$ cat src/rtl/mem_access_ctrl.sv
// ---------------------------------------------------------------------------
// mem_access_ctrl
//
// Memory-side stage behind the unified cache. It accepts one request packet at
// a time and performs a single access on a synchronous single-port SRAM. Each
// access takes a fixed, modelled number of cycles. A read is returned to the
// cache as a response packet. A write completes without producing a response.
//
// Packet layout (MEM_PACKET_WIDTH_IN_BITS = 70):
//   [31:0]  data        [63:32] byte address     [64] type (1 = data packet)
//   [65]    is_write    [66]    valid            [69:67] reserved (passed through)
//
// Ports
//   clk_in                  clock
//   reset_in                synchronous, active-high reset
//   request_packet_in       request from the cache; [66] marks it valid
//   request_packet_ack_out  combinational ack, high in the cycle a request is captured
//   response_packet_out     registered read response; [66] marks it valid
//   response_packet_ack_in  cache has taken the response
//   mem_en_out              SRAM enable, one-cycle pulse per request
//   mem_wr_en_out           SRAM write enable, only together with mem_en_out
//   mem_addr_out            SRAM word address (byte address bits [13:2])
//   mem_wdata_out           SRAM write data
//   mem_rdata_in            SRAM read data, valid from the cycle after mem_en_out
//
// MEM_LATENCY is the number of ACCESS cycles per request. Its legal range is
// 2..255. The lower bound gives registered read data time to arrive before it
// is latched. The upper bound keeps the 8-bit counter from wrapping.
// ---------------------------------------------------------------------------
module mem_access_ctrl #(
  parameter int MEM_PACKET_WIDTH_IN_BITS = 70,
  parameter int MEM_ADDR_WIDTH_IN_BITS   = 12,
  parameter int MEM_LATENCY              = 4
) (
  input  logic                                clk_in,
  input  logic                                reset_in,
  input  logic [MEM_PACKET_WIDTH_IN_BITS-1:0] request_packet_in,
  output logic                                request_packet_ack_out,
  output logic [MEM_PACKET_WIDTH_IN_BITS-1:0] response_packet_out,
  input  logic                                response_packet_ack_in,
  output logic                                mem_en_out,
  output logic                                mem_wr_en_out,
  output logic [MEM_ADDR_WIDTH_IN_BITS-1:0]   mem_addr_out,
  output logic [31:0]                         mem_wdata_out,
  input  logic [31:0]                         mem_rdata_in
);

  localparam int VALID_BIT = 66;
  localparam int WRITE_BIT = 65;
  // Word address starts at byte-address bit 2, and the byte address starts at packet bit 32.
  localparam int WORD_ADDR_LSB = 34;

  localparam logic [1:0] IDLE   = 2'd0;
  localparam logic [1:0] ACCESS = 2'd1;
  localparam logic [1:0] RESP   = 2'd2;

  localparam logic [7:0] LAST_CNT = 8'(MEM_LATENCY - 1);

  logic [1:0]                          state;
  logic [7:0]                          cnt;
  logic [MEM_PACKET_WIDTH_IN_BITS-1:0] req_q;
  logic                                first_cycle;
  logic                                last_cycle;

  // Read response: the captured request with the data field replaced by the
  // SRAM word. Type, address, is_write and the reserved bits pass through unchanged.
  function automatic logic [MEM_PACKET_WIDTH_IN_BITS-1:0] build_response(
    input logic [MEM_PACKET_WIDTH_IN_BITS-1:0] req,
    input logic [31:0]                         rdata
  );
    logic [MEM_PACKET_WIDTH_IN_BITS-1:0] r;
    r            = req;
    r[31:0]      = rdata;
    r[VALID_BIT] = 1'b1;
    return r;
  endfunction

  assign first_cycle = (state == ACCESS) && (cnt == 8'd0);
  assign last_cycle  = (state == ACCESS) && (cnt == LAST_CNT);

  // Ack only in IDLE. Outside IDLE, a held request waits.
  assign request_packet_ack_out = (state == IDLE) && request_packet_in[VALID_BIT];

  // SRAM controls are driven only in the first ACCESS cycle. At all other
  // times they are zero, so an idle or aborted controller shows a quiet bus.
  assign mem_en_out    = first_cycle;
  assign mem_wr_en_out = first_cycle && req_q[WRITE_BIT];
  assign mem_addr_out  = first_cycle ? req_q[WORD_ADDR_LSB +: MEM_ADDR_WIDTH_IN_BITS] : '0;
  assign mem_wdata_out = first_cycle ? req_q[31:0] : '0;

  always_ff @(posedge clk_in) begin
    if (reset_in) begin
      state               <= IDLE;
      cnt                 <= 8'd0;
      req_q               <= '0;
      response_packet_out <= '0;
    end else begin
      case (state)
        // IDLE -> ACCESS: capture on the acked cycle
        IDLE: begin
          if (request_packet_ack_out) begin
            req_q <= request_packet_in;
            cnt   <= 8'd0;
            state <= ACCESS;
          end
        end
        // ACCESS -> RESP (read) or IDLE (write) after MEM_LATENCY cycles
        ACCESS: begin
          if (last_cycle) begin
            cnt <= 8'd0;
            if (req_q[WRITE_BIT]) begin
              state <= IDLE;
            end else begin
              response_packet_out <= build_response(req_q, mem_rdata_in);
              state               <= RESP;
            end
          end else begin
            cnt <= cnt + 8'd1;
          end
        end
        // RESP -> IDLE once the cache takes the response
        RESP: begin
          if (response_packet_ack_in) begin
            response_packet_out <= '0;
            state               <= IDLE;
          end
        end
        default: begin
          state <= IDLE;
        end
      endcase
    end
  end

endmodule
$ cat config.mk
export PLATFORM = sky130hd
export DESIGN_NAME = mem_access_ctrl
export DESIGN_NICKNAME = d
export VERILOG_FILES = /design/src/rtl/mem_access_ctrl.sv
export SDC_FILE = /design/constraint.sdc
export NUM_CORES = 1
export LEC_CHECK = 0
export CAP_MARGIN = 20
export CORE_ASPECT_RATIO = 1.2
export CORE_MARGIN = 2
export CORE_UTILIZATION = 31
export DETAILED_ROUTE_END_ITERATION = 8
export SYNTH_ARGS = -nofsm -noshare
export SYNTH_HDL_FRONTEND = slang
export SYNTH_SLANG_ARGS = --single-unit
$ cat constraint.sdc
create_clock -name clk_in -period 4.62 [get_ports clk_in]
set_input_delay 0.924 -clock clk_in [delete_from_list [all_inputs] [get_ports clk_in]]
set_output_delay 0.924 -clock clk_in [all_outputs]
set_load 0.05 [all_outputs]
# ---- Yosys cells after proc, flatten, opt, wreduce, memory -nomap -nowiden
# Index checks and enable logic that the tools add are counted.
dict set report totals {
  out_inout_bits 117
  inputBits 105
  ff_bits 150
}
dict set report classes {
  eq_ne 7
  reduce_logical 12
  mux 14
  add_sub_neg 1
}
# operator n
set op_table {}
lappend op_table {{70-bit 2-to-1 mux} 3}
lappend op_table {{70-bit one-hot mux with 2 select lines} 1}
lappend op_table {{32-bit 2-to-1 mux} 1}
lappend op_table {{8-bit 2-to-1 mux} 2}
lappend op_table {{8-bit one-hot mux with 2 select lines} 1}
lappend op_table {{12-bit 2-to-1 mux} 1}
lappend op_table {{8-bit by 1-bit adder with 8-bit output, second input constant} 1}
lappend op_table {{8-bit by 2-bit equality test with 1-bit output, second input constant} 1}
lappend op_table {{8-bit zero test} 1}
lappend op_table {{2-bit 2-to-1 mux} 4}
lappend op_table {{2-bit inequality test, second input constant} 4}
lappend op_table {{2-bit one-hot mux with 3 select lines} 1}
lappend op_table {{1-bit logical AND} 4}
lappend op_table {{2-bit AND reduction} 2}
lappend op_table {{4-bit AND reduction} 1}
lappend op_table {{2-bit nonzero test} 2}
lappend op_table {{3-bit AND reduction} 1}
lappend op_table {{2-bit by 1-bit equality test with 1-bit output, second input constant} 1}
lappend op_table {{2-bit equality test, second input constant} 1}
lappend op_table {{2-bit zero test} 1}

# ---- Logic depth before layout (Yosys ltp)
# Gate-level depths: netlist of run 1.
dict set report depth {
  ltp_word 4
  ltp_mapped 7
}

# ---- Worst setup path before layout of run 1
# Ideal clock, no wire load.
dict set report synth_path {
  kind {input -> output}
  startpoint {input port request_packet_in[66]}
  endpoint {output port request_packet_ack_out}
  setup_slack_ps 1894
  stages 4
  arrival_ps 1802
  required_time_ps 3696
  path_buffers 2
  path_cell_list {or3b_1 buf_2 inv_2 buf_2}
}
dict set report synth_between {
  elab_chain_len 1
}
# item line
set synth_rtl {}
lappend synth_rtl {{start, declared} 37} ;# input logic [MEM_PACKET_WIDTH_IN_BITS-1:0] request_packet_in,
lappend synth_rtl {{1-bit logical AND} 82} ;# assign request_packet_ack_out = (state == IDLE) && request_packet_in[VALID_BIT];
lappend synth_rtl {{end, declared} 38} ;# output logic request_packet_ack_out,
# No other way between the ends.

# ---- Worst setup path after layout of run 1
dict set report layout_path {
  startpoint {register cnt[2]}
  endpoint {output port mem_addr_out[1]}
}
dict set report layout_between {
  elab_chain_len 3
}
# item line
set layout_rtl {}
lappend layout_rtl {{start, declared} 60} ;# logic [7:0] cnt;
lappend layout_rtl {{start signal, assigned} 118} ;# cnt <= cnt + 8'd1;
lappend layout_rtl {{8-bit zero test} 78} ;# assign first_cycle = (state == ACCESS) && (cnt == 8'd0);
lappend layout_rtl {{1-bit logical AND} 78}
lappend layout_rtl {{12-bit 2-to-1 mux} 88} ;# assign mem_addr_out = first_cycle ? req_q[WORD_ADDR_LSB +: MEM_ADDR_WIDTH_IN_BITS] : '0;
lappend layout_rtl {{end, declared} 43} ;# output logic [MEM_ADDR_WIDTH_IN_BITS-1:0] mem_addr_out,
# No other way between the ends.

==> impl_results.md, run 1 <==
* Cts bufs inserted at 17
* Worst vdd ir at 0.0002469 V
* Share of cells above drive strength 1 at 0.05841
* Distinct cells, synth at 37
* Die span in y at 155.7 um
* Top_reg_cell synth: dfxtp_1
* Complex-gate fraction of the synthesized area at 0.1785
* Hold Path Depth at 2
* Fin. max-slew vios at 0
* Drt wl/cell at 15.50 um
* Placed cells at 1080
* Vias at 5312
* Detail Placement HPWL at 10780 um
* Post-route setup TNS at 0 ns
* Largest net degree at the start of global routing at 81
* CTS tree: done
* Mux cell area share after synthesis at 0
* Area Growth Syn to Fin at 48.04%
* Pre-CTS WS at 1.363 ns
* Run status: finished clean
* Asr flop ratio synth at 0
* Final ANT Viol Nets at 0
* Post-route worst setup slack at 0.9596 ns
* Worst setup path startpoint: cnt[2]$_SDFFE_PP0P_
* Metal3 WL at 1448 um
* Sink Count at 148
* Unrepaired setup endpoints after global routing: false
* GP Congestion at 0.8018
* Clk slew on worst S/H paths at 0.06 ns
* Metal2 WL at 8098 um
* M1 WL at 7383 um
* Max Freq at 0.2732 GHz
* CP endpoint kind: output port
* Critical Path Source Type: register
* Clock latency reported for the late side of the worst-skew pair at 0.42 ns
* Core area at 18860 um2
* Clock Skew at 0.01065 ns
* Top layer in use: met4
* Type of the worst setup path: register to output port
* Vias in the first global route at 5104
* Syn nets at 764
* Die width at 130.4 um
* Synth Warn # at 0
* Initial DRC Count at 297
* Setup slack, reg-to-reg at 2.16 ns
* EDFF count, synth at 0
* Antenna Cells at 0
* Reg-to-Reg Start: cnt[0]$_SDFFE_PP0P_
* First-pass GRT wire length at 26440 um
* RR Endpoint: response_packet_out[38]$_SDFFE_PP0P_
* DIE AREA at 20310 um2
* NumNets Final at 951
* Cell Pwr Density at 341.7 nW/um2
* Reg2reg path depth at 5
* Clock buffer depth at 2
* Drt via density at 4.777
* Hold endpoint: req_q[28]$_SDFFE_PP0P_
* Final hold violation count at 0
* Arrival time worst endpoint at 2.74 ns
* Fill cell count at 1921
* Avg Inst Size Synth at 9.064 um2
* Hold Path Origin: req_q[28]$_SDFFE_PP0P_
* DRT Wirelength at 17230 um
* Htree depth at 4
* Hold crit path type: register to register
* Final cell count without fillers at 1112
* Hold Buf Count CTS at 0
* Starting Density at 0.3153
* Leakage power at 3.050 nW
* Post-CTS Setup Bufs at 0
* Synth Area in XOR/XNOR at 0
* Mapped Area at 5946 um2
* Worst Path Required at 3.70 ns
* Final setup vio count at 0
* Global-route usage over all layers at 0.1665
* Worst slew margin at 0.3499
* Seq/Total Area, Yosys at 0.4983
* Row count at 55
* Post-synthesis simple-gate area fraction at 0.2567
* Drt drc at 0
* Maxcap violations at 0
* Boundary Pins at 222
* Slew @ Worst Pin at 0.9751 ns
* GRT overflow at 0
* Post-route clock period utilization at 0.7923
* Crit Path Max Fanout at 25
* IO buf count at 220
* Syn Inst Count at 656
* CTS root buffer: clkbuf_16
* Main combinational cell family by area after synthesis: simple AND/OR/NAND/NOR gates
* Post-CTS Resized at 0
* Initial antenna violation count at 1
* TritonRoute pass-1 iters at 5
* Adder-cell share of the synthesized area at 0.006313
* Synth Register Bits at 148
* Min cycle time layout at 3.660 ns
==> logic make-up after synthesis <==
family | after synthesis
AND/OR/NAND/NOR | 282
AO/OA/AOI/OAI | 156
adder cells (fa/ha/maj) | 3
other | 1
buffers and inverters | 66
flip-flops | 148
==> state kept, by name, summed over array words and instances (netlist names) <==
name,count
cnt,8
req_q,69
state,2
response_packet_out,69
==> area by class of cell <==
type                    instances  area [um2]  share of cell area
clock buffers                  18       439.2             0.04989
clock inverters                14       150.1             0.01706
inverters                       5       18.77            0.002132
multi-input cells             442        2634              0.2992
flip-flops and latches        148        2963              0.3366
well taps                     256       320.3             0.03639
repair buffers                229        2277              0.2587
==> how the worst max path moves through the flow <==
stage,to,slack [ns],cells after the start
5_1_grt,mem_addr_out[1],0.80,5
2_1_floorplan,request_packet_ack_out,1.89,4
3_5_place_dp,mem_addr_out[1],1.36,5
6_report,mem_addr_out[1],0.96,5
4_1_cts,mem_addr_out[1],0.91,5
3_3_place_gp,mem_addr_out[6],1.38,5
==> power breakdown <==
group,internal (mW),leakage (nW),switching (mW)
combinational,0.143,1.56,0.152
clock,0.817,0.289,0.563
sequential,1.31,1.20,0.0200
total,2.27,3.05,0.735
==> cell usage after synthesis (2+ instances only) <==
master | n | area, um2
nand2_1 | 143 | 536.8
o31ai_1 | 3 | 22.52
ha_1 | 3 | 37.54
nand4_1 | 2 | 12.51
clkbuf_1 | 27 | 101.4
or3_1 | 3 | 18.77
nand3b_1 | 69 | 518.0
nand3_1 | 3 | 15.01
a311o_1 | 3 | 30.03
or4_1 | 3 | 22.52
buf_2 | 18 | 90.09
o21ai_0 | 3 | 15.01
dfxtp_1 | 148 | 2963
buf_6 | 3 | 33.78
o2bb2ai_1 | 68 | 595.6
inv_1 | 4 | 15.01
a21oi_1 | 78 | 390.4
nor3b_1 | 2 | 15.01
clkbuf_2 | 3 | 15.01
and3_1 | 2 | 12.51
and2_1 | 45 | 281.5
buf_4 | 8 | 60.06
==> metrics by stage <==
step / hold WS (ns) / power [mW] / area (um2) / utilization
CTS: 0.4518 / 3.058 / 8802 / 0.4668
finish: 0.4494 / 3.008 / 8802 / 0.4668
global route: 0.4687 / 3.140 / 8802 / 0.4668
global placement: 0.4363 / 1.658 / 8213 / 0.4356
detailed placement: 0.4426 / 1.659 / 8213 / 0.4356
floorplan: 0.4317 / 1.513 / 5946 / -
==> worst max-delay path: stages (launching register included) <==
cell             delay [ns]
dfxtp_1                0.36
nor4_4                 0.42
and3_1                 0.26
buf_4                  0.26
and2_1                 0.20
clkdlybuf4s50_1        0.82
==> placed cells by master (no fill, tap or decap), types with 3 or more instances in the layout <==
cell type | netlist | layout
buf_4 | 8 | 10
o31ai_1 | 3 | 3
inv_1 | 4 | 4
inv_6 | 0 | 4
nand2_1 | 143 | 143
clkdlybuf4s50_1 | 0 | 218
dfxtp_1 | 148 | 148
clkbuf_16 | 0 | 17
or4_1 | 3 | 3
or3_1 | 3 | 3
nand3b_1 | 69 | 69
a21oi_1 | 78 | 78
nand3_1 | 3 | 3
a311o_1 | 3 | 3
and2_1 | 45 | 45
clkinv_2 | 0 | 4
o2bb2ai_1 | 68 | 68
ha_1 | 3 | 3
o21ai_0 | 3 | 3
==> metal layers <==
metal | up-vias | GRT usage
met3 | 16 | 0.05933
met1 | 2469 | 0.1960
met4 | 0 | 0.06028
li1 | 2652 | -
met2 | 175 | 0.2782
met5 | - | 0
Note: power is estimated with default switching activity, not from simulation.
==> run 2: changes to the inputs <==
==> constraint.sdc (replaced) <==
create_clock -name clk_in -period 3.1 [get_ports clk_in]
set_input_delay 0.62 -clock clk_in [delete_from_list [all_inputs] [get_ports clk_in]]
set_output_delay 0.62 -clock clk_in [all_outputs]
set_load 0.05 [all_outputs]
==> run 2 against run 1 <==
Die area unchanged. First-iteration DRC count fell by 25%. Total power increased by 55%. Routed wire length increased by 1.9%. Register-to-register slack lost 1.2 ns. Clock power grew 58%. Cell count up 0.36%. Largest cell class unchanged. Non-clock buffer count increased by 4. Utilization is 2.9 points higher. Combinational power grew 66%. Via count fell by 1.2%. Global-route usage rose by 0.76 points.
==> impl_results.md, run 2 (synthesis results as in run 1) <==
* Worst Path Required at 2.48 ns (-1.22 ns)
* Arrival time worst endpoint at 2.18 ns (-0.56 ns)
* Row count at 55 (unchanged)
* DRT Wirelength at 17560 um (+1.9%)
* NumNets Final at 955 (+0.42%)
* DIE AREA at 20310 um2 (unchanged)
* Maxcap violations at 0 (unchanged)
* Detail Placement HPWL at 11220 um (+4.1%)
* Antenna Cells at 0 (unchanged)
* Hold Buf Count CTS at 0 (unchanged)
* Drt drc at 0 (unchanged)
* Final setup vio count at 0 (unchanged)
* CTS root buffer: clkbuf_16
* First-pass GRT wire length at 27580 um (+4.3%)
* Post-CTS Setup Bufs at 0 (unchanged)
* Clk slew on worst S/H paths at 0.06 ns (about the same)
* Post-route clock period utilization at 0.9047
* Share of cells above drive strength 1 at 0.1140 (+0.05554)
* Die width at 130.4 um (unchanged)
* Global-route usage over all layers at 0.1740 (+0.007552)
* Hold crit path type: register to register
* Run status: finished clean
* Clock buffer depth at 2 (unchanged)
* GP Congestion at 0.7609 (-5.1%)
* Largest net degree at the start of global routing at 91 (+12%)
* Sink Count at 148 (unchanged)
* Vias at 5246 (-1.2%)
* Type of the worst setup path: register to output port
* Fin. max-slew vios at 0 (unchanged)
* Final hold violation count at 0 (unchanged)
* Boundary Pins at 222 (unchanged)
* Starting Density at 0.3153 (unchanged)
* Vias in the first global route at 5242 (+2.7%)
* Commonest cells after routing, fill and taps aside: clkdlybuf4s50_1 (172), dfxtp_1 (148), nand2_1 (143), a21oi_1 (78), nand3b_1 (69)
* GRT overflow at 0 (unchanged)
* Crit Path Max Fanout at 27 (+8.0%)
* Biggest regs: req_q x69, response_packet_out x69, cnt x8
* Worst slew margin at 0.4104 (+0.06049)
* Initial antenna violation count at 0 (-1)
* Critical Path Source Type: register
* TritonRoute pass-1 iters at 4 (-1)
* Initial DRC Count at 222 (-25%)
* Worst vdd ir at 0.0003472 V (+41%)
* IO buf count at 220 (unchanged)
* Final ANT Viol Nets at 0 (unchanged)
* Min cycle time layout at 2.805 ns
* CTS tree: done
* Area Growth Syn to Fin at 57.09%
* Slew @ Worst Pin at 0.8826 ns (-0.09256 ns)
* Clock Skew at 0.008198 ns (-0.002452 ns)
* Drt wl/cell at 15.73 um (+1.5%)
* Drt via density at 4.701 (-1.6%)
* Clock latency reported for the late side of the worst-skew pair at 0.42 ns (about the same)
* Fill cell count at 1835 (-4.5%)
* Max Freq at 0.3566 GHz
* Die span in y at 155.7 um (unchanged)
* CP endpoint kind: output port
* Commonest non-fill, non-tap cell in the layout: clkdlybuf4s50_1
* Htree depth at 4 (unchanged)
* Cts bufs inserted at 17 (unchanged)
* Final core utilization at 0.4954 (+0.02853)
* Design Power at 4.658 mW (+55%)
* Cell Pwr Density at 498.7 nW/um2 (+46%)
* Leakage power at 3.309 nW (+8.5%)
* Post-CTS Resized at 0 (unchanged)
* Core area at 18860 um2 (unchanged)
* Unrepaired setup endpoints after global routing: false
* Post-route setup TNS at 0 ns (unchanged)
run 2: worst paths after layout:
kind / slack (ns) / end / from / cells after the start
min reg2reg: 0.45 / response_packet_out[66]$_SDFFE_PP0P_ / response_packet_out[66]$_SDFFE_PP0P_ / 2
max: 0.30 / mem_wdata_out[5] / cnt[2]$_SDFFE_PP0P_ / 5
max reg2reg: 1.00 / response_packet_out[38]$_SDFFE_PP0P_ / cnt[0]$_SDFFE_PP0P_ / 5
min: 0.45 / response_packet_out[66]$_SDFFE_PP0P_ / response_packet_out[66]$_SDFFE_PP0P_ / 2
run 2: per-stage QoR:
step	instances	hold WS, ns	instance area, um2	setup slack (ns)
6_report	1116	0.4486	9340	0.2955
5_1_grt	1116	0.4669	9340	0.1074
4_1_cts	1116	0.4504	9340	0.2393
3_5_place_dp	1084	0.4418	8716	0.5973
3_3_place_gp	1084	0.4366	8716	0.6125
2_1_floorplan	656	0.4317	5946	0.7452
run 2: area by class of cell:
cell class	count	area, um2	area share
flip-flops and latches	148	2963	0.3172
inverters	5	18.77	0.002009
clock buffers	20	446.7	0.04782
clock inverters	12	177.7	0.01902
multi-input cells	442	2634	0.2820
repair buffers	233	2780	0.2977
well taps	256	320.3	0.03429
run 2: routing by layer:
layer / part of all wire / track usage / wire [um] / vias to the layer above
met4: 0.012 / 0.05268 / 205 / 0
li1: - / - / - / 2658
met2: 0.48 / 0.2835 / 8396 / 186
met5: 0 / 0 / 0 / -
met1: 0.43 / 0.2106 / 7486 / 2389
met3: 0.084 / 0.06996 / 1467 / 13
run 2: power breakdown:
part	switching, mW	leakage (nW)	internal, mW
registers	0.0292	1.20	1.96
clock network	0.812	0.305	1.37
logic	0.238	1.80	0.249
run 2: worst max-delay path: stages (launching register included):
cell	delay [ns]
dfxtp_1	0.37
nor4_4	0.46
and3_1	0.27
buf_4	0.28
and2_1	0.23
buf_12	0.15
==> run 3: changes to the inputs <==
--- a/config.mk
+++ b/config.mk
@@ -5,7 +5,7 @@
 export SDC_FILE = /design/constraint.sdc
 export NUM_CORES = 1
 export LEC_CHECK = 0
-export CAP_MARGIN = 20
+export CAP_MARGIN = 5
 export CORE_ASPECT_RATIO = 1.2
 export CORE_MARGIN = 2
 export CORE_UTILIZATION = 31
==> results of run 3 <==
The final DEF is identical to that of run 2; final timing and power are the same.
